**src/rtl/regfile_pkg.sv**
```systemverilog
// Shared register-file geometry and types, used by operand_fetch and register_file.
package regfile_pkg;

    localparam int unsigned DATA_W   = 32;
    localparam int unsigned ADDR_W   = 5;
    localparam int unsigned NUM_REGS = 32;

    typedef logic [DATA_W-1:0]   data_t;
    typedef logic [ADDR_W-1:0]   addr_t;
    typedef logic [NUM_REGS-1:0] regmask_t;

    localparam addr_t ZERO_REG = '0;

endpackage

```
**src/rtl/operand_fetch_if.sv**
```systemverilog
// Decode/execute handshakes, writeback bus and regfile ports of the operand-fetch stage.
interface operand_fetch_if;
    import regfile_pkg::*;

    logic     in_valid;
    logic     in_ready;
    addr_t    in_rs1;
    addr_t    in_rs2;
    addr_t    in_rd;
    logic     in_rd_en;

    logic     out_valid;
    logic     out_ready;
    data_t    out_rs1_data;
    data_t    out_rs2_data;
    addr_t    out_rd;
    logic     out_rd_en;

    logic     wb_en;
    addr_t    wb_reg;
    data_t    wb_data;

    addr_t    reg_read1;
    addr_t    reg_read2;
    data_t    data_read1;
    data_t    data_read2;
    addr_t    reg_write;
    data_t    data_write;
    logic     write_enable;

    regmask_t pending;

    // master: the operand-fetch stage itself; slave: decode, execute, writeback and regfile.
    modport master (
        input  in_valid, in_rs1, in_rs2, in_rd, in_rd_en, out_ready,
        input  wb_en, wb_reg, wb_data, data_read1, data_read2,
        output in_ready, out_valid, out_rs1_data, out_rs2_data, out_rd, out_rd_en,
        output reg_read1, reg_read2, reg_write, data_write, write_enable, pending
    );

    modport slave (
        output in_valid, in_rs1, in_rs2, in_rd, in_rd_en, out_ready,
        output wb_en, wb_reg, wb_data, data_read1, data_read2,
        input  in_ready, out_valid, out_rs1_data, out_rs2_data, out_rd, out_rd_en,
        input  reg_read1, reg_read2, reg_write, data_write, write_enable, pending
    );

endinterface

```
**src/rtl/reg_scoreboard.sv**
```systemverilog
// Pending-write bitmap with hazard query; a same-edge writeback hides the hazard it resolves.
module reg_scoreboard
    import regfile_pkg::*;
(
    input  logic            clk,
    input  logic            reset,
    input  logic            set_en,
    input  addr_t           set_reg,
    input  logic            clr_en,
    input  addr_t           clr_reg,
    input  addr_t [2:0]     query,
    output logic  [2:0]     hazard,
    output regmask_t        pending
);

    regmask_t pending_q, pending_d;

    always_comb begin
        pending_d = pending_q;
        if (clr_en && clr_reg != ZERO_REG) pending_d[clr_reg] = 1'b0;
        // Applied after the clear so a same-edge set wins.
        if (set_en && set_reg != ZERO_REG) pending_d[set_reg] = 1'b1;
    end

    always_comb begin
        hazard = '0;
        for (int i = 0; i < 3; i++) begin
            hazard[i] = (query[i] != ZERO_REG) && pending_q[query[i]] &&
                        !(clr_en && clr_reg == query[i]);
        end
    end

    always_ff @(posedge clk) begin
        if (reset) pending_q <= '0;
        else       pending_q <= pending_d;
    end

    assign pending = pending_q;

endmodule

```
**src/rtl/operand_fetch.sv**
```systemverilog
// Operand-fetch stage: one-entry stage register over a 1-cycle regfile, writeback bypass
// at accept, and scoreboard-driven RAW/WAW stall.
module operand_fetch
    import regfile_pkg::*;
(
    input  logic           clk,
    input  logic           reset,
    operand_fetch_if.master bus
);

    logic        valid_q;
    addr_t       rs1_q, rs2_q, rd_q;
    logic        rd_en_q;
    logic        byp1_q, byp2_q;
    data_t       byp_data1_q, byp_data2_q;

    logic        accept;
    logic [2:0]  hazard;
    logic        byp1_hit, byp2_hit;

    reg_scoreboard u_scoreboard (
        .clk     (clk),
        .reset   (reset),
        .set_en  (accept && bus.in_rd_en),
        .set_reg (bus.in_rd),
        .clr_en  (bus.wb_en),
        .clr_reg (bus.wb_reg),
        .query   ({bus.in_rd, bus.in_rs2, bus.in_rs1}),
        .hazard  (hazard),
        .pending (bus.pending)
    );

    assign bus.in_ready = (!valid_q || bus.out_ready) && !hazard[0] && !hazard[1] &&
                          !(bus.in_rd_en && hazard[2]);
    assign accept       = bus.in_valid && bus.in_ready;

    // While stalled, keep addressing the held sources so the regfile output stays valid.
    assign bus.reg_read1 = bus.in_ready ? bus.in_rs1 : rs1_q;
    assign bus.reg_read2 = bus.in_ready ? bus.in_rs2 : rs2_q;

    assign byp1_hit = bus.wb_en && bus.wb_reg == bus.in_rs1 && bus.in_rs1 != ZERO_REG;
    assign byp2_hit = bus.wb_en && bus.wb_reg == bus.in_rs2 && bus.in_rs2 != ZERO_REG;

    always_ff @(posedge clk) begin
        if (reset) begin
            valid_q     <= 1'b0;
            rs1_q       <= '0;
            rs2_q       <= '0;
            rd_q        <= '0;
            rd_en_q     <= 1'b0;
            byp1_q      <= 1'b0;
            byp2_q      <= 1'b0;
            byp_data1_q <= '0;
            byp_data2_q <= '0;
        end else if (accept) begin
            valid_q     <= 1'b1;
            rs1_q       <= bus.in_rs1;
            rs2_q       <= bus.in_rs2;
            rd_q        <= bus.in_rd;
            rd_en_q     <= bus.in_rd_en;
            byp1_q      <= byp1_hit;
            byp2_q      <= byp2_hit;
            byp_data1_q <= bus.wb_data;
            byp_data2_q <= bus.wb_data;
        end else if (bus.out_ready) begin
            valid_q <= 1'b0;
        end
    end

    assign bus.out_valid    = valid_q;
    assign bus.out_rd       = rd_q;
    assign bus.out_rd_en    = rd_en_q;
    assign bus.out_rs1_data = (rs1_q == ZERO_REG) ? '0 : byp1_q ? byp_data1_q : bus.data_read1;
    assign bus.out_rs2_data = (rs2_q == ZERO_REG) ? '0 : byp2_q ? byp_data2_q : bus.data_read2;

    // Write port is a pure pass-through, live even during reset.
    assign bus.reg_write    = bus.wb_reg;
    assign bus.data_write   = bus.wb_data;
    assign bus.write_enable = bus.wb_en;

endmodule

```
**src/flat_wrapper.sv**
```systemverilog
// flat-port wrapper written by rule: the top's interface ports become plain ports
module operand_fetch_flat import regfile_pkg::*;
  (clk, reset, bus_in_valid, bus_in_rs1, bus_in_rs2, bus_in_rd, bus_in_rd_en, bus_out_ready, bus_wb_en, bus_wb_reg, bus_wb_data, bus_data_read1, bus_data_read2, bus_in_ready, bus_out_valid, bus_out_rs1_data, bus_out_rs2_data, bus_out_rd, bus_out_rd_en, bus_reg_read1, bus_reg_read2, bus_reg_write, bus_data_write, bus_write_enable, bus_pending);
  operand_fetch_if bus_i ();
  input  logic clk;
  input  logic reset;
  input wire logic [$bits(bus_i.in_valid)-1:0] bus_in_valid;
  input wire logic [$bits(bus_i.in_rs1)-1:0] bus_in_rs1;
  input wire logic [$bits(bus_i.in_rs2)-1:0] bus_in_rs2;
  input wire logic [$bits(bus_i.in_rd)-1:0] bus_in_rd;
  input wire logic [$bits(bus_i.in_rd_en)-1:0] bus_in_rd_en;
  input wire logic [$bits(bus_i.out_ready)-1:0] bus_out_ready;
  input wire logic [$bits(bus_i.wb_en)-1:0] bus_wb_en;
  input wire logic [$bits(bus_i.wb_reg)-1:0] bus_wb_reg;
  input wire logic [$bits(bus_i.wb_data)-1:0] bus_wb_data;
  input wire logic [$bits(bus_i.data_read1)-1:0] bus_data_read1;
  input wire logic [$bits(bus_i.data_read2)-1:0] bus_data_read2;
  output wire logic [$bits(bus_i.in_ready)-1:0] bus_in_ready;
  output wire logic [$bits(bus_i.out_valid)-1:0] bus_out_valid;
  output wire logic [$bits(bus_i.out_rs1_data)-1:0] bus_out_rs1_data;
  output wire logic [$bits(bus_i.out_rs2_data)-1:0] bus_out_rs2_data;
  output wire logic [$bits(bus_i.out_rd)-1:0] bus_out_rd;
  output wire logic [$bits(bus_i.out_rd_en)-1:0] bus_out_rd_en;
  output wire logic [$bits(bus_i.reg_read1)-1:0] bus_reg_read1;
  output wire logic [$bits(bus_i.reg_read2)-1:0] bus_reg_read2;
  output wire logic [$bits(bus_i.reg_write)-1:0] bus_reg_write;
  output wire logic [$bits(bus_i.data_write)-1:0] bus_data_write;
  output wire logic [$bits(bus_i.write_enable)-1:0] bus_write_enable;
  output wire logic [$bits(bus_i.pending)-1:0] bus_pending;
  assign bus_i.in_valid = bus_in_valid;
  assign bus_i.in_rs1 = bus_in_rs1;
  assign bus_i.in_rs2 = bus_in_rs2;
  assign bus_i.in_rd = bus_in_rd;
  assign bus_i.in_rd_en = bus_in_rd_en;
  assign bus_i.out_ready = bus_out_ready;
  assign bus_i.wb_en = bus_wb_en;
  assign bus_i.wb_reg = bus_wb_reg;
  assign bus_i.wb_data = bus_wb_data;
  assign bus_i.data_read1 = bus_data_read1;
  assign bus_i.data_read2 = bus_data_read2;
  assign bus_in_ready = bus_i.in_ready;
  assign bus_out_valid = bus_i.out_valid;
  assign bus_out_rs1_data = bus_i.out_rs1_data;
  assign bus_out_rs2_data = bus_i.out_rs2_data;
  assign bus_out_rd = bus_i.out_rd;
  assign bus_out_rd_en = bus_i.out_rd_en;
  assign bus_reg_read1 = bus_i.reg_read1;
  assign bus_reg_read2 = bus_i.reg_read2;
  assign bus_reg_write = bus_i.reg_write;
  assign bus_data_write = bus_i.data_write;
  assign bus_write_enable = bus_i.write_enable;
  assign bus_pending = bus_i.pending;
  operand_fetch u_core (.clk(clk), .reset(reset), .bus(bus_i));
endmodule
```
**config.mk**
```make
export PLATFORM = sky130hd
export DESIGN_NAME = operand_fetch_flat
export DESIGN_NICKNAME = d
export VERILOG_FILES = /design/src/rtl/regfile_pkg.sv /design/src/rtl/operand_fetch_if.sv /design/src/rtl/reg_scoreboard.sv /design/src/rtl/operand_fetch.sv /design/src/flat_wrapper.sv
export SDC_FILE = /design/constraint.sdc
export NUM_CORES = 1
export LEC_CHECK = 0
export CAP_MARGIN = 20
export CORE_AREA = 3 3 129 131
export CTS_CLUSTER_DIAMETER = 50
export DETAILED_ROUTE_END_ITERATION = 8
export DIE_AREA = 0 0 132 134
export PLACE_DENSITY = 0.77
export SYNTH_ARGS = -nofsm -noshare
export SYNTH_HDL_FRONTEND = slang
export SYNTH_SLANG_ARGS = --single-unit
```
**constraint.sdc**
```tcl
create_clock -name clk -period 5.05 [get_ports clk]
set_input_delay 1.2625 -clock clk [delete_from_list [all_inputs] [get_ports clk]]
set_output_delay 1.2625 -clock clk [all_outputs]
set_load 0.02 [all_outputs]
```
---- Word-level counts from Yosys, hierarchy flattened ----
Index checks and enable logic that the tools add are counted.
word-level totals
  register bits after elaboration ......... 83
  word-level logic and storage cells ...... 77
operators by class
  multiplexer cells ....................... 20
  bitwise operators ....................... 3
  equality and inequality tests ........... 3
  reduce and logical (&&, ||, !) cells .... 36
  $lt $le $gt $ge ......................... 6
operator list
  cell                number
  $mux 32             6
  $and 32x32->32      1
  $not 32->32         1
  $or 32x32->32       1
  $lt 5x6->1 const B  4
  $logic_and 1x1->1   21
  $reduce_bool 5->1   4
  $bmux 1 s5          3
  $eq 5x5->1          3
  $demux 1 s5         2
  $ge 5x1->1 const B  2
  $logic_not 5->1     2
  $mux 5              2
  $logic_not 1->1     7
  $mux 1              7
  $reduce_bool 2->1   1
  $logic_or 1x1->1    1

---- Longest topological paths before layout ----
Gate-level depths: netlist of run 1.
  depth in word-level cells ............... 12
  mapped depth ............................ 12

---- Cells and area by module ----
Synthesis of run 1 repeated with hierarchy kept, for this count alone.
second synthesis, totals
  cells, all modules ...................... 736
  area total of the unflattened synthesis .. 6,115.9 um2
by module, submodules not included
  module          instances  cells an instance  seq. area each (um2)  area each (um2)
  operand_fetch   1          462                1,021.0               3,743.6
  reg_scoreboard  1          274                640.6                 2,372.3

---- Worst setup path after synthesis of run 1 ----
OpenSTA, ideal clock, no wires.
  path type ............................... input -> output
  from .................................... input bus_in_rd[1]
  to ...................................... output bus_reg_read1[1]
  arrival ................................. 3,696 ps
  path buffers ............................ 3
  required time ........................... 3,788 ps
  slack ................................... 92 ps
  stages on the path ...................... 10
  cells stage by stage .................... buf_2 > mux4_2 > a32o_1 > a21oi_1 > a31oi_1 > or4_1 > buf_2 > clkinv_4 > buf_2 > mux2_2
on the way
  word-level cells in the longest chain between the ends .. 8
RTL lines
  what                                                               RTL line                                    text
  start, declared                                                    flat_wrapper.sv:10                          input wire logic [$bits(bus_i.in_rd)-1:0] bus_in_rd;
  $bmux 1 s5 or $eq 5x5->1 (tied branches)                           reg_scoreboard.sv:28, reg_scoreboard.sv:29
  $mux 1 (not written as such) or $logic_and 1x1->1 (tied branches)  reg_scoreboard.sv:28, reg_scoreboard.sv:29
  $logic_and 1x1->1 or $logic_not 1->1 (tied branches)               reg_scoreboard.sv:28, reg_scoreboard.sv:29
  $logic_and 1x1->1 (*)                                              reg_scoreboard.sv:28                        hazard[i] = (query[i] != ZERO_REG) && pending_q[query[i]] &&
  $logic_and 1x1->1 (*)                                              operand_fetch.sv:34                         !(bus.in_rd_en && hazard[2]);
  $logic_not 1->1 (*)                                                operand_fetch.sv:34
  $logic_and 1x1->1 (*)                                              operand_fetch.sv:33                         assign bus.in_ready = (!valid_q || bus.out_ready) && !hazard[0] && !hazard[1] &&
  $mux 5 (*)                                                         operand_fetch.sv:38                         assign bus.reg_read1 = bus.in_ready ? bus.in_rs1 : rs1_q;
  end, declared                                                      flat_wrapper.sv:24                          output wire logic [$bits(bus_i.reg_read1)-1:0] bus_reg_read1;
Every way passes the cells marked *; elsewhere a longest branch is shown, timed or not. The select of a mux whose other input is x is not followed.

---- Worst setup path after layout of run 1 ----
  from .................................... input bus_in_rd[2]
  to ...................................... output bus_reg_read2[1]
on the way
  word-level cells in the longest chain between the ends .. 8
RTL lines
  what                                                               RTL line                                    text
  $bmux 1 s5 or $eq 5x5->1 (tied branches)                           reg_scoreboard.sv:28, reg_scoreboard.sv:29
  $mux 1 (not written as such) or $logic_and 1x1->1 (tied branches)  reg_scoreboard.sv:28, reg_scoreboard.sv:29
  $logic_and 1x1->1 or $logic_not 1->1 (tied branches)               reg_scoreboard.sv:28, reg_scoreboard.sv:29
  $logic_and 1x1->1 (*)                                              reg_scoreboard.sv:28
  $logic_and 1x1->1 (*)                                              operand_fetch.sv:34
  $logic_not 1->1 (*)                                                operand_fetch.sv:34
  $logic_and 1x1->1 (*)                                              operand_fetch.sv:33
  $mux 5 (*)                                                         operand_fetch.sv:39                         assign bus.reg_read2 = bus.in_ready ? bus.in_rs2 : rs2_q;
  end, declared                                                      flat_wrapper.sv:25                          output wire logic [$bits(bus_i.reg_read2)-1:0] bus_reg_read2;
Marked as above.

==> impl_metrics.toml, run 1 <==
[yosys]
synth_top_area_cell = "dfxtp_1"
synthCells = 716
ys_types = 42
seq_area_frac_synth = 0.281
syn_area_sq_um = 5920
ys.warnings.count = 0
ys_seq_elements = 83
yosysMostFrequentCell = "dfxtp_1"
synth_top_area_frac = 0.281
synth_common_cells = "83 x dfxtp_1, 78 x mux2i_1, 77 x nor2_1"
synth.avg_cell_area_sq_um = 8.27
synth-main-ff-cell = "dfxtp_1"
async_flop_share = 0
synth_nets = 838
ys_top_cells_by_area = "dfxtp_1 28%, mux2i_1 13%, mux4_2 7.6%"
synth_edf_count = 0

[floorplan]
core_area_sq_um = 15700
die_area_sq_um = 17700
io_pins = 274
die_x_um = 132
fp.dieH_um = 134
start_util = 0.377
rows = 46

[global_route]
grt_start_max_net_pins = 86
grt_overflow_total = 0
grt_usage = 0.264
antenna_found_initial = 0
grt_pass1_wl_um = 36600
grt_pass1_vias = 6168

[finish]
area_growth_syn_to_layout_pct = 59.8
fin_cells = 1189
final_util = 0.602
design_area_sq_um = 9460
drive_above_1_share = 0.179
nNetsFinal = 1090
num_antenna_cells = 0

[clock_network]
cts_tree = "yes"
cts_root_buffer = "clkbuf_16"
cts.htree.levels = 3
cts.sinks = 83
clock_latency_ps = 360
cts_buffers = 9
cts_max_path_buffers = 2
cts_hold_buf = 0
cts.reportedPaths.clkPinSlew_ps = 60

[critical_path]
path_delay_family = "buffers and inverters"
cpMaxStageDelayCell = "or4_4"
critPathBufInv = 5
worstPathRequired_ps = 3790
slowest_delay_ps = 570
setup.worst_path.start_class = "input port"
cp_max_fo = 11
crit_chain = "dlygate4sd2_1, buf_4, mux4_2, a32oi_1, a31oi_2, or4_4, clkinv_4, buf_6, mux2_2, buf_6"
arrival_ps = 3790
path_class = "in2out"
crit_top_cell = "buf_6"
endpoint_kind = "output port"

[routing]
via_count = 6759
ant_nets = 0
wl_per_cell_um = 21.2
first_pass_iters = 6
drc = 0
vias_per_cell = 5.68
postRouteWirelength_um = 25300
drtIter0Drc = 991

[pwr]
seqPwrFrac = 0.319
p_int_uw = 1460
p_sw_frac = 0.341
pwr-share-clk = 0.309
comb_power_share = 0.372
p_leak_uw = 0.00343
power_uw = 2220
switchingPower_uw = 758
power_density_nw_per_um2 = 235
vdd_drop_max_uv = 163

[job]
cap_violations = 0

[place]
portBuffers = 273
dp_hpwl_um = 18200
globalplace.congestion = 0.997
placed_area_sq_um = 8800
dpl.cell_count = 1154

[sta]
report.final.slew_viol_count = 0
rsz0062_at_grt = "false"
setup_ws_ps = -3.80
max_freq_mhz = 198
slew_headroom = 0.380
post-route-period-util = 1.00
period_minus_slack_ps = 5050
setup_violations = 4
tightest_slew_ps = 930
finalHoldViolCount = 0
skew_ps = 8.29

[outcome]
outcome = "finished, violations left"
violations = "negative setup slack"

[worst_hold_path]
min_path_type = "reg2reg"
cells by family (layout without fill, tap and decap cells):
logic type / Yosys count / after routing / synth area share
simple gates: 234 / 234 / 0.201
compound gates: 162 / 162 / 0.164
buf+inv: 113 / 370 / 0.102
mux: 109 / 109 / 0.229
flops: 83 / 83 / 0.281
xor+xnor: 15 / 15 / 0.0222
layout make-up:
cell class	instances	area, sq um
sequential	83	1660
timing repair buffer	349	3410
multi-input combinational	520	3790
tap	216	270
clock buffer	9	225
inverter	5	23.8
clock inverter	7	76.3
fill	1396	6250
metal layers:
metal | up-vias | track usage | share of wire
met5 | - | 0 | 0
met2 | 434 | 0.434 | 0.47
met1 | 3168 | 0.342 | 0.41
met3 | 91 | 0.0529 | 0.089
li1 | 3066 | - | -
met4 | 0 | 0.107 | 0.037
power groups by stage:
stage | Clock, uW | Sequential [uW] | Combinational (uW)
final | 687 | 708 | 826
after global routing | 719 | 711 | 870
after CTS | 693 | 707 | 808
after detailed placement | 0 | 722 | 776
after global placement | 0 | 721 | 772
after floorplan | 0 | 717 | 398
registers in the layout (all words and copies together) (netlist names):
register and count:
u_core.bus.out_rd 5, u_core.bus.out_rd_en 1, u_core.bus.out_valid 1, u_core.byp1_q 1, u_core.byp2_q 1, u_core.byp_data2_q 32, u_core.rs1_q 5, u_core.rs2_q 5
u_core.u_scoreboard.pending 32
path summary, 6_finish.rpt:
check	from	endpoint	slack [ps]	cells after the start
max	bus_in_rd[2]	bus_reg_read2[1]	-4	10
min	u_core.bus.out_rd_en$_SDFFE_PP0P_	u_core.bus.out_rd_en$_SDFFE_PP0P_	480	2
max reg2reg	u_core.u_scoreboard.pending[13]$_SDFF_PP0_	u_core.u_scoreboard.pending[21]$_SDFF_PP0_	1830	10
min reg2reg	u_core.bus.out_rd_en$_SDFFE_PP0P_	u_core.bus.out_rd_en$_SDFFE_PP0P_	480	2
placed cells by master, fill, tap and decap left out, types with 23 or more instances in the layout:
cell | Yosys | final
dfxtp_1 | 83 | 81
buf_4 | 39 | 63
clkdlybuf4s50_1 | 0 | 240
nand2_1 | 26 | 25
mux2i_1 | 78 | 78
a21oi_1 | 51 | 50
nor2b_1 | 23 | 23
nor2_1 | 77 | 75
o31ai_1 | 23 | 23
o21ai_0 | 64 | 64
nand3_1 | 57 | 56
worst reg2reg max path, cell delays in order (launching register included):
cell	delay (ps)
dfxtp_1	380
mux4_2	490
nor3b_1	250
a2111oi_0	130
a32o_1	230
or4_4	540
clkinv_4	100
buf_12	140
buf_4	220
nand2_4	230
o41ai_1	410
through the flow:
stage / setup WS (ps) / hold WS, ps / TNS [ps]
global placement: -821 / 464 / -8490
floorplan: 91.7 / 459 / 0
detailed placement: -853 / 471 / -8890
finish: -3.80 / 482 / -7.29
CTS: 6.60 / 480 / 0
global route: 4.86 / 503 / 0
timing repair:
item,in CTS,in global routing
gates resized for setup,99,41
cloned,2,2
setup endpoints to repair,11,11
pin swaps,5,14
buffers inserted,8,8
No activity file was read; power rests on OpenSTA's default activity.
==> run 2: changes to the inputs <==
Settings changed: ABC_CLOCK_PERIOD_IN_PS set to 5050.
==> results of run 2 <==
Final layout, timing and power as in run 1 (identical DEF).
==> run 3: changes to the inputs <==
Settings changed: SLEW_MARGIN set to 20.
==> results of run 3 <==
Final layout, timing and power as in run 1 (identical DEF).
